File: src/rtl/trig_pulse_gen_pkg.sv
// Shared definitions for the trigger-to-pulse generator: FSM state encoding
// and the default counter width.
package trig_pulse_gen_pkg;

  localparam int CNT_W_DEF = 16;

  typedef enum logic [1:0] {
    IDLE  = 2'd0,
    DELAY = 2'd1,
    HIGH  = 2'd2,
    HOLD  = 2'd3
  } state_t;

endpackage

File: src/rtl/load_down_counter.sv
// Loadable down-counter with a zero flag; saturates at zero instead of wrapping.
module load_down_counter #(
  parameter int CNT_W = 16
) (
  input  logic             clk,
  input  logic             rst,
  input  logic             load,
  input  logic [CNT_W-1:0] load_val,
  input  logic             dec,
  output logic             zero
);

  logic [CNT_W-1:0] cnt;

  always_ff @(posedge clk or posedge rst) begin
    if (rst) begin
      cnt <= '0;
    end else if (load) begin
      cnt <= load_val;
    end else if (dec && (cnt != '0)) begin
      cnt <= cnt - CNT_W'(1);
    end
  end

  assign zero = (cnt == '0);

endmodule

File: src/rtl/trig_pulse_gen.sv
// Turns a one-cycle trigger strobe into a pulse with programmable delay,
// width and re-arm holdoff; reports completion (done) and dropped triggers (miss).
module trig_pulse_gen
  import trig_pulse_gen_pkg::*;
#(
  parameter int CNT_W = CNT_W_DEF
) (
  input  logic             clk,
  input  logic             rst,
  input  logic             trig,
  input  logic             abort,
  input  logic [CNT_W-1:0] delay,
  input  logic [CNT_W-1:0] width,
  input  logic [CNT_W-1:0] holdoff,
  output logic             y,
  output logic             busy,
  output logic             done,
  output logic             miss
);

  state_t           state;
  logic [CNT_W-1:0] w_m1;
  logic [CNT_W-1:0] h_lat;
  logic [CNT_W-1:0] w_in_m1;
  logic             cnt_load;
  logic [CNT_W-1:0] cnt_val;
  logic             cnt_dec;
  logic             cnt_zero;

  // Width 0 behaves as 1, so the high-phase load value is max(width,1)-1.
  assign w_in_m1 = (width == '0) ? '0 : (width - CNT_W'(1));

  load_down_counter #(.CNT_W(CNT_W)) u_cnt (
    .clk      (clk),
    .rst      (rst),
    .load     (cnt_load),
    .load_val (cnt_val),
    .dec      (cnt_dec),
    .zero     (cnt_zero)
  );

  always_comb begin
    cnt_load = 1'b0;
    cnt_val  = '0;
    cnt_dec  = 1'b0;
    if (abort) begin
      cnt_load = 1'b1;
    end else begin
      case (state)
        IDLE: begin
          if (trig) begin
            cnt_load = 1'b1;
            cnt_val  = (delay == '0) ? w_in_m1 : (delay - CNT_W'(1));
          end
        end
        DELAY: begin
          if (cnt_zero) begin
            cnt_load = 1'b1;
            cnt_val  = w_m1;
          end else begin
            cnt_dec = 1'b1;
          end
        end
        HIGH: begin
          if (cnt_zero) begin
            cnt_load = 1'b1;
            cnt_val  = (h_lat == '0) ? '0 : (h_lat - CNT_W'(1));
          end else begin
            cnt_dec = 1'b1;
          end
        end
        default: cnt_dec = 1'b1;
      endcase
    end
  end

  always_ff @(posedge clk or posedge rst) begin
    if (rst) begin
      state <= IDLE;
      y     <= 1'b0;
      done  <= 1'b0;
      miss  <= 1'b0;
      w_m1  <= '0;
      h_lat <= '0;
    end else begin
      done <= 1'b0;
      miss <= 1'b0;
      if (abort) begin
        state <= IDLE;
        y     <= 1'b0;
      end else begin
        // Any trig outside IDLE is dropped, including on the return-to-IDLE edge.
        miss <= trig && (state != IDLE);
        case (state)
          IDLE: begin
            if (trig) begin
              w_m1  <= w_in_m1;
              h_lat <= holdoff;
              if (delay == '0) begin
                state <= HIGH;
                y     <= 1'b1;
              end else begin
                state <= DELAY;
              end
            end
          end
          DELAY: begin
            if (cnt_zero) begin
              state <= HIGH;
              y     <= 1'b1;
            end
          end
          HIGH: begin
            if (cnt_zero) begin
              y     <= 1'b0;
              done  <= 1'b1;
              state <= (h_lat != '0) ? HOLD : IDLE;
            end
          end
          default: begin
            if (cnt_zero) begin
              state <= IDLE;
            end
          end
        endcase
      end
    end
  end

  assign busy = (state != IDLE);

endmodule

File: config.mk
export PLATFORM = sky130hd
export DESIGN_NAME = trig_pulse_gen
export DESIGN_NICKNAME = d
export VERILOG_FILES = /design/src/rtl/trig_pulse_gen_pkg.sv /design/src/rtl/load_down_counter.sv /design/src/rtl/trig_pulse_gen.sv
export SDC_FILE = /design/constraint.sdc
export NUM_CORES = 1
export LEC_CHECK = 0
export CORE_MARGIN = 2
export CORE_UTILIZATION = 45
export CTS_BUF_LIST = sky130_fd_sc_hd__clkbuf_2
export DETAILED_ROUTE_END_ITERATION = 6
export PLACE_DENSITY = 0.65
export SYNTH_ARGS = -nofsm -noshare
export SYNTH_HDL_FRONTEND = slang
export SYNTH_SLANG_ARGS = --single-unit
File: constraint.sdc
create_clock -name clk -period 4.9 [get_ports clk]
set_clock_uncertainty 0.2 [all_clocks]
set_input_delay 0.98 -clock clk [delete_from_list [all_inputs] [get_ports clk]]
set_output_delay 0.98 -clock clk [all_outputs]
set_load 0.02 [all_outputs]
==> impl_metrics.toml, run 1 <==
[outcome]
status = "completed"

[drt]
route.detailed.drc = 0
wl_microns = 12160
wl_per_cell_microns = 19.05
viasPerCell = 6.176
vias = 3940
drtIter0Drc = 362
first_pass_iters = 5
ant_nets = 0

[floorplanning]
dieArea_sq_um = 9741
core-area_sq_um = 8721
initial_core_util = 0.4627
io_pins = 56
fp-row-count = 34
dieWidth_microns = 98.70
chipHeight_microns = 98.70

[critical_path]
reg2reg_from = "u_cnt.cnt[9]"
cp.arrival_ns = 3.72
rrSetupSlack_ns = 1.43
regToRegEndpoint = "u_cnt.cnt[12]"
r2r_cells = 6
critPathLaunchType = "register"
cp_data_required_time_ns = 5.14
end_kind = "register"
path_max_fanout = 17
path_class = "register to register"

[grt]
track_usage = 0.2506
grt_pass1_wl_microns = 19380
grt_pass1_vias = 3805
antenna_found_initial = 0
overflow = 0
grt_max_degree = 48

[power]
total_power_w = 0.002312
leakage_nw = 1.847
ir_drop_uv = 234.2
power.density_nw_per_um2 = 487.7

[placed_design]
portBuffers = 55
gp_congestion = 0.9616
dp.final_hpwl_microns = 9384
dp_slack_ns = 1.138

[clocking]
clockBufferDepth = 2
postCtsHoldBufs = 0
cts_tree = "yes"
cts_buffers = 5
h-tree-depth = 2
clk_latency_ns = 0.49
cts.sinks = 53
clock-root-buffer = "clkbuf_2"
path_clk_slew_ns = 0.31
post_cts_resized = 0
cts_setup_buffers = 0

[logic_synthesis]
synth_seq_cells = 53
yosysWarningCount = 0
synthArstFlopShare = 1.000
syn-num-nets = 546
synth_cells = 484
synth_area_sq_um = 4035
synth-main-ff-cell = "dfrtp_1"
seq_area_frac_synth = 0.3287
synth_area_per_cell_sq_um = 8.337
netlist-cell-type-count = 58
synth_edf_count = 0

[worst_hold_path]
hold_path_end = "w_m1[10]"
hold_class = "register to register"
hp-start = "w_m1[10]"
holdPathStages = 2

[timing]
setup_ws_ns = 1.427
final_max_slew_viol_count = 0
tns_ns = 0
finalCritPeriodShare = 0.7088
finalSetupViolations = 0
hold_ws_ns = 0.3300
rsz0062_at_grt = "no"
fin_crit_ns = 3.473
max_freq_mhz = 287.9
final_hold_viol_count = 0
slew_headroom = 0.2785
worst_pin_slew_ns = 1.082

[cells_and_area]
final_common_cell = "clkdlybuf4s50_1"
syn_to_final_growth_pct = 17.46
antenna_cells = 0
layout_common_cells = "clkdlybuf4s50_1, dfrtp_1, nand2_1, nor2_1, o21ai_0"
layout-drive-gt1-share = 0.08868
layout.nets = 591

[job]
drv_cap = 0
## worst max-delay path by stage
| stage | depth (start not counted) | startpoint | end |
|---|---|---|---|
| finish | 6 | u_cnt.cnt[9] | u_cnt.cnt[12] |
| global route | 6 | u_cnt.cnt[9] | u_cnt.cnt[12] |
| CTS | 6 | u_cnt.cnt[9] | u_cnt.cnt[12] |
| detailed placement | 7 | delay[2] | y |
| global placement | 7 | width[1] | u_cnt.cnt[15] |
| floorplan | 9 | width[0] | u_cnt.cnt[7] |
## critical path: stages, from the launching register on
cell and delay [ns]:
dfrtp_1 0.53, or4_4 0.57, or4_4 0.54, o31ai_4 0.72
nand2b_1 0.57, o22ai_1 0.16, a21oi_1 0.14
## per-stage QoR
stage,util,cell area [sq um],instances
2_1_floorplan,-,4035,484
3_3_place_gp,0.5373,4686,630
3_5_place_dp,0.5373,4686,630
4_1_cts,0.5435,4740,638
5_1_grt,0.5435,4740,638
6_report,0.5435,4740,638
## where the power goes
group | leakage, nW | switching [W] | internal [W] | total, W
clock | 0.0355 | 0.000168 | 0.0000429 | 0.000211
sequential | 0.669 | 0.000191 | 0.000619 | 0.000810
combinational | 1.14 | 0.000767 | 0.000524 | 0.00129
total | 1.85 | 0.00113 | 0.00119 | 0.00231
## cells in the mapped netlist (4+ instances only)
cell,instances,share of area
nand2b_1,5,0.0078
nand2_1,47,0.044
nor4_1,17,0.026
nand3_1,9,0.011
nand4_1,6,0.0093
nor3b_1,4,0.0074
o31ai_1,6,0.011
dfrtp_1,53,0.33
o21ai_0,34,0.042
and3_1,7,0.011
a22oi_1,6,0.011
o22ai_1,8,0.012
xnor2_1,18,0.039
xor2_1,13,0.028
mux2_2,17,0.047
mux2i_1,8,0.020
clkbuf_1,22,0.020
nor2_1,36,0.033
a211oi_1,7,0.013
or3_1,5,0.0078
inv_1,16,0.015
nor3_1,24,0.030
a31oi_1,12,0.019
a211o_1,4,0.0087
ha_1,10,0.031
or4_1,9,0.017
a21oi_1,26,0.032
## sequential cells by signal, summed over array words and instances (netlist names)
signal     flops
done           1
miss           1
w_m1          16
h_lat         16
u_cnt.cnt     16
y              1
state          2
## logic make-up after synthesis
kind of cell    after synthesis  share of synthesized area
xor+xnor                     31                    0.06729
flops                        53                     0.3287
fa+ha+maj                    10                    0.03101
simple gates                192                     0.2530
compound gates              132                     0.2121
mux                          25                    0.06729
buf+inv                      41                    0.04062
## metal layers
metal / up-vias / track usage / part of all wire
met3: 21 / 0.04397 / 0.064
li1: 1908 / - / -
met1: 1886 / 0.3304 / 0.43
met5: - / 0 / 0
met2: 125 / 0.4265 / 0.49
met4: 0 / 0.06639 / 0.017
## final cells by class
cell class                 instances  area [sq um]
fill                             823          3981
multi-input combinational        390          2554
sequential                        53          1326
timing repair buffer              63         610.6
tap                              108         135.1
inverter                          16         60.06
clock inverter                     3         28.78
clock buffer                       5         25.02
No activity file was read; power rests on OpenSTA's default activity.
==> run 2: changes to the inputs <==
--- a/config.mk
+++ b/config.mk
@@ -9,7 +9,7 @@
 export CORE_UTILIZATION = 45
 export CTS_BUF_LIST = sky130_fd_sc_hd__clkbuf_2
 export DETAILED_ROUTE_END_ITERATION = 6
-export PLACE_DENSITY = 0.65
+export PLACE_DENSITY = 0.67
 export SYNTH_ARGS = -nofsm -noshare
 export SYNTH_HDL_FRONTEND = slang
 export SYNTH_SLANG_ARGS = --single-unit
==> constraint.sdc (replaced) <==
create_clock -name clk -period 2.92 [get_ports clk]
set_clock_uncertainty 0.2 [all_clocks]
set_input_delay 0.584 -clock clk [delete_from_list [all_inputs] [get_ports clk]]
set_output_delay 0.584 -clock clk [all_outputs]
set_load 0.02 [all_outputs]
==> impl_metrics.toml, run 2 (synthesized netlist as in run 1, its figures left out) <==
[outcome]
status = "completed"

[drt]
route.detailed.drc = 0
first_pass_iters = 4
viasPerCell = 5.898
wl_per_cell_microns = 16.99
drtIter0Drc = 315
ant_nets = 0
vias = 4258
wl_microns = 12270

[power]
sw_frac_of_total = 0.4612
power.density_nw_per_um2 = 762.6
p_clk_frac = 0.075
leakage_nw = 2.264
p_sw_w = 0.001895
ir_drop_uv = 373.8
p_seq_frac = 0.322
combPwrFrac = 0.603
internal-power_w = 0.002214

[critical_path]
cp.arrival_ns = 2.95
critPathLaunchType = "register"
crit_chain = "inv_1 > ha_1 > nor2b_1 > and2_1 > a21oi_1 > and3_1 > nor3_1 > o32a_1"
slowest_delay_ns = 0.67
end_kind = "register"
slowest_stage = "a21oi_1"
cp_data_required_time_ns = 3.09
critPathBufInv = 1
path_class = "register to register"
path_max_fanout = 10
crit_family = "compound AO/OA/AOI/OAI gates"

[floorplanning]
initial_core_util = 0.4627
core-area_sq_um = 8721
io_pins = 56
dieWidth_microns = 98.70
chipHeight_microns = 98.70
fp-row-count = 34
dieArea_sq_um = 9741

[placed_design]
portBuffers = 55
dp_slack_ns = -0.2827
dp.final_hpwl_microns = 9801
dp_cells = 712
gp_congestion = 1.032
place_area_sq_um = 5314

[grt]
grt_pass1_vias = 4118
track_usage = 0.2589
overflow = 0
grt_pass1_wl_microns = 20180
antenna_found_initial = 0
grt_max_degree = 54

[worst_hold_path]
hold_class = "primary input to asynchronous set/reset pin"

[cells_and_area]
syn_to_final_growth_pct = 33.52
layout_common_cells = "buf_4, clkdlybuf4s50_1, dfrtp_1, nand2_1, nor2_1"
instances_no_fill = 722
reg_top3 = "h_lat: 16 flops, u_cnt.cnt: 16 flops, w_m1: 16 flops"
layout-drive-gt1-share = 0.2134
stdcell_area_sq_um = 5388
antenna_cells = 0
layout.nets = 675
final_common_cell = "buf_4"

[timing]
tns_ns = 0
setup_ws_ns = 0.1372
finalCritPeriodShare = 0.9530
worst_pin_slew_ns = 0.8460
hold_ws_ns = 0.2040
final_hold_viol_count = 0
finalSetupViolations = 0
rsz0062_at_grt = "no"
max_freq_mhz = 359.3
final_max_slew_viol_count = 0
slew_headroom = 0.4360
fin_crit_ns = 2.783

[clocking]
clk_latency_ns = 0.48
cts_tree = "yes"
cts_buffers = 5
cts.sinks = 53
path_clk_slew_ns = 0.29
clockBufferDepth = 2
h-tree-depth = 2
clock-root-buffer = "clkbuf_2"

[job]
drv_cap = 0
-- run 2: changes by cell type in the layout (fill, tap and decap cells not counted), sizes merged --
cell / before / now
buf: 8 / 92
clkdlybuf4s50: 55 / 54
clkinvlp: 0 / 1
dlymetal6s2s: 0 / 1
inv: 18 / 17
-- run 2: timing repair --
item,in CTS,in global routing
pin swaps,0,0
endpoints found under the setup margin,1,9
hold buffers,0,0
resized for setup,0,4
endpoints found under the hold margin,0,0
buffers inserted,1,1
-- run 2: area by class of cell --
cell class	count	area, sq um
clock inverters	3	20.02
inverters	16	60.06
repair buffers	147	1256
clock buffers	5	25.02
well taps	108	135.1
multi-input cells	390	2565
fillers	766	3333
flip-flops and latches	53	1326
-- run 2: tightest hold or removal path: stages --
cell,delay [ns]
clkdlybuf4s50_1,0.41
inv_2,0.07
buf_12,0.25
-- run 2: metrics by stage --
stage,total power [W],utilization
global route,0.004435,0.6178
floorplan,0.002834,-
CTS,0.004064,0.6154
global placement,0.003707,0.6093
finish,0.004109,0.6178
detailed placement,0.003748,0.6093
-- run 2: worst paths after layout --
path                              start            to  slack (ns)  depth (start not counted)
max reg2reg                u_cnt.cnt[0]  u_cnt.cnt[7]        0.14                          8
min                                 rst          done        0.20                          3
min in group clk               w_m1[10]      w_m1[10]        0.33                          2
min reg2reg                    w_m1[10]      w_m1[10]        0.33                          2
max in group asynchronous           rst  u_cnt.cnt[8]        2.02                          3
max                        u_cnt.cnt[0]  u_cnt.cnt[7]        0.14                          8
-- run 2: per-layer routing --
layer  routed length, microns  share of wire  vias up  global-route usage
li1                         -              -     2066                   -
met1                     5233           0.43     2020              0.3434
met2                     5956           0.49      153              0.4369
met3                      835          0.068       19             0.04965
met4                      243          0.020        0             0.06639
met5                        0              0        -                   0
-- run 2: power by group through the flow --
stage               clock network, W  logic [W]  registers, W
floorplan                          0    0.00155       0.00128
global placement                   0    0.00238       0.00133
detailed placement                 0    0.00241       0.00134
CTS                         0.000315    0.00243       0.00132
global route                0.000345    0.00272       0.00137
finish                      0.000308    0.00248       0.00132
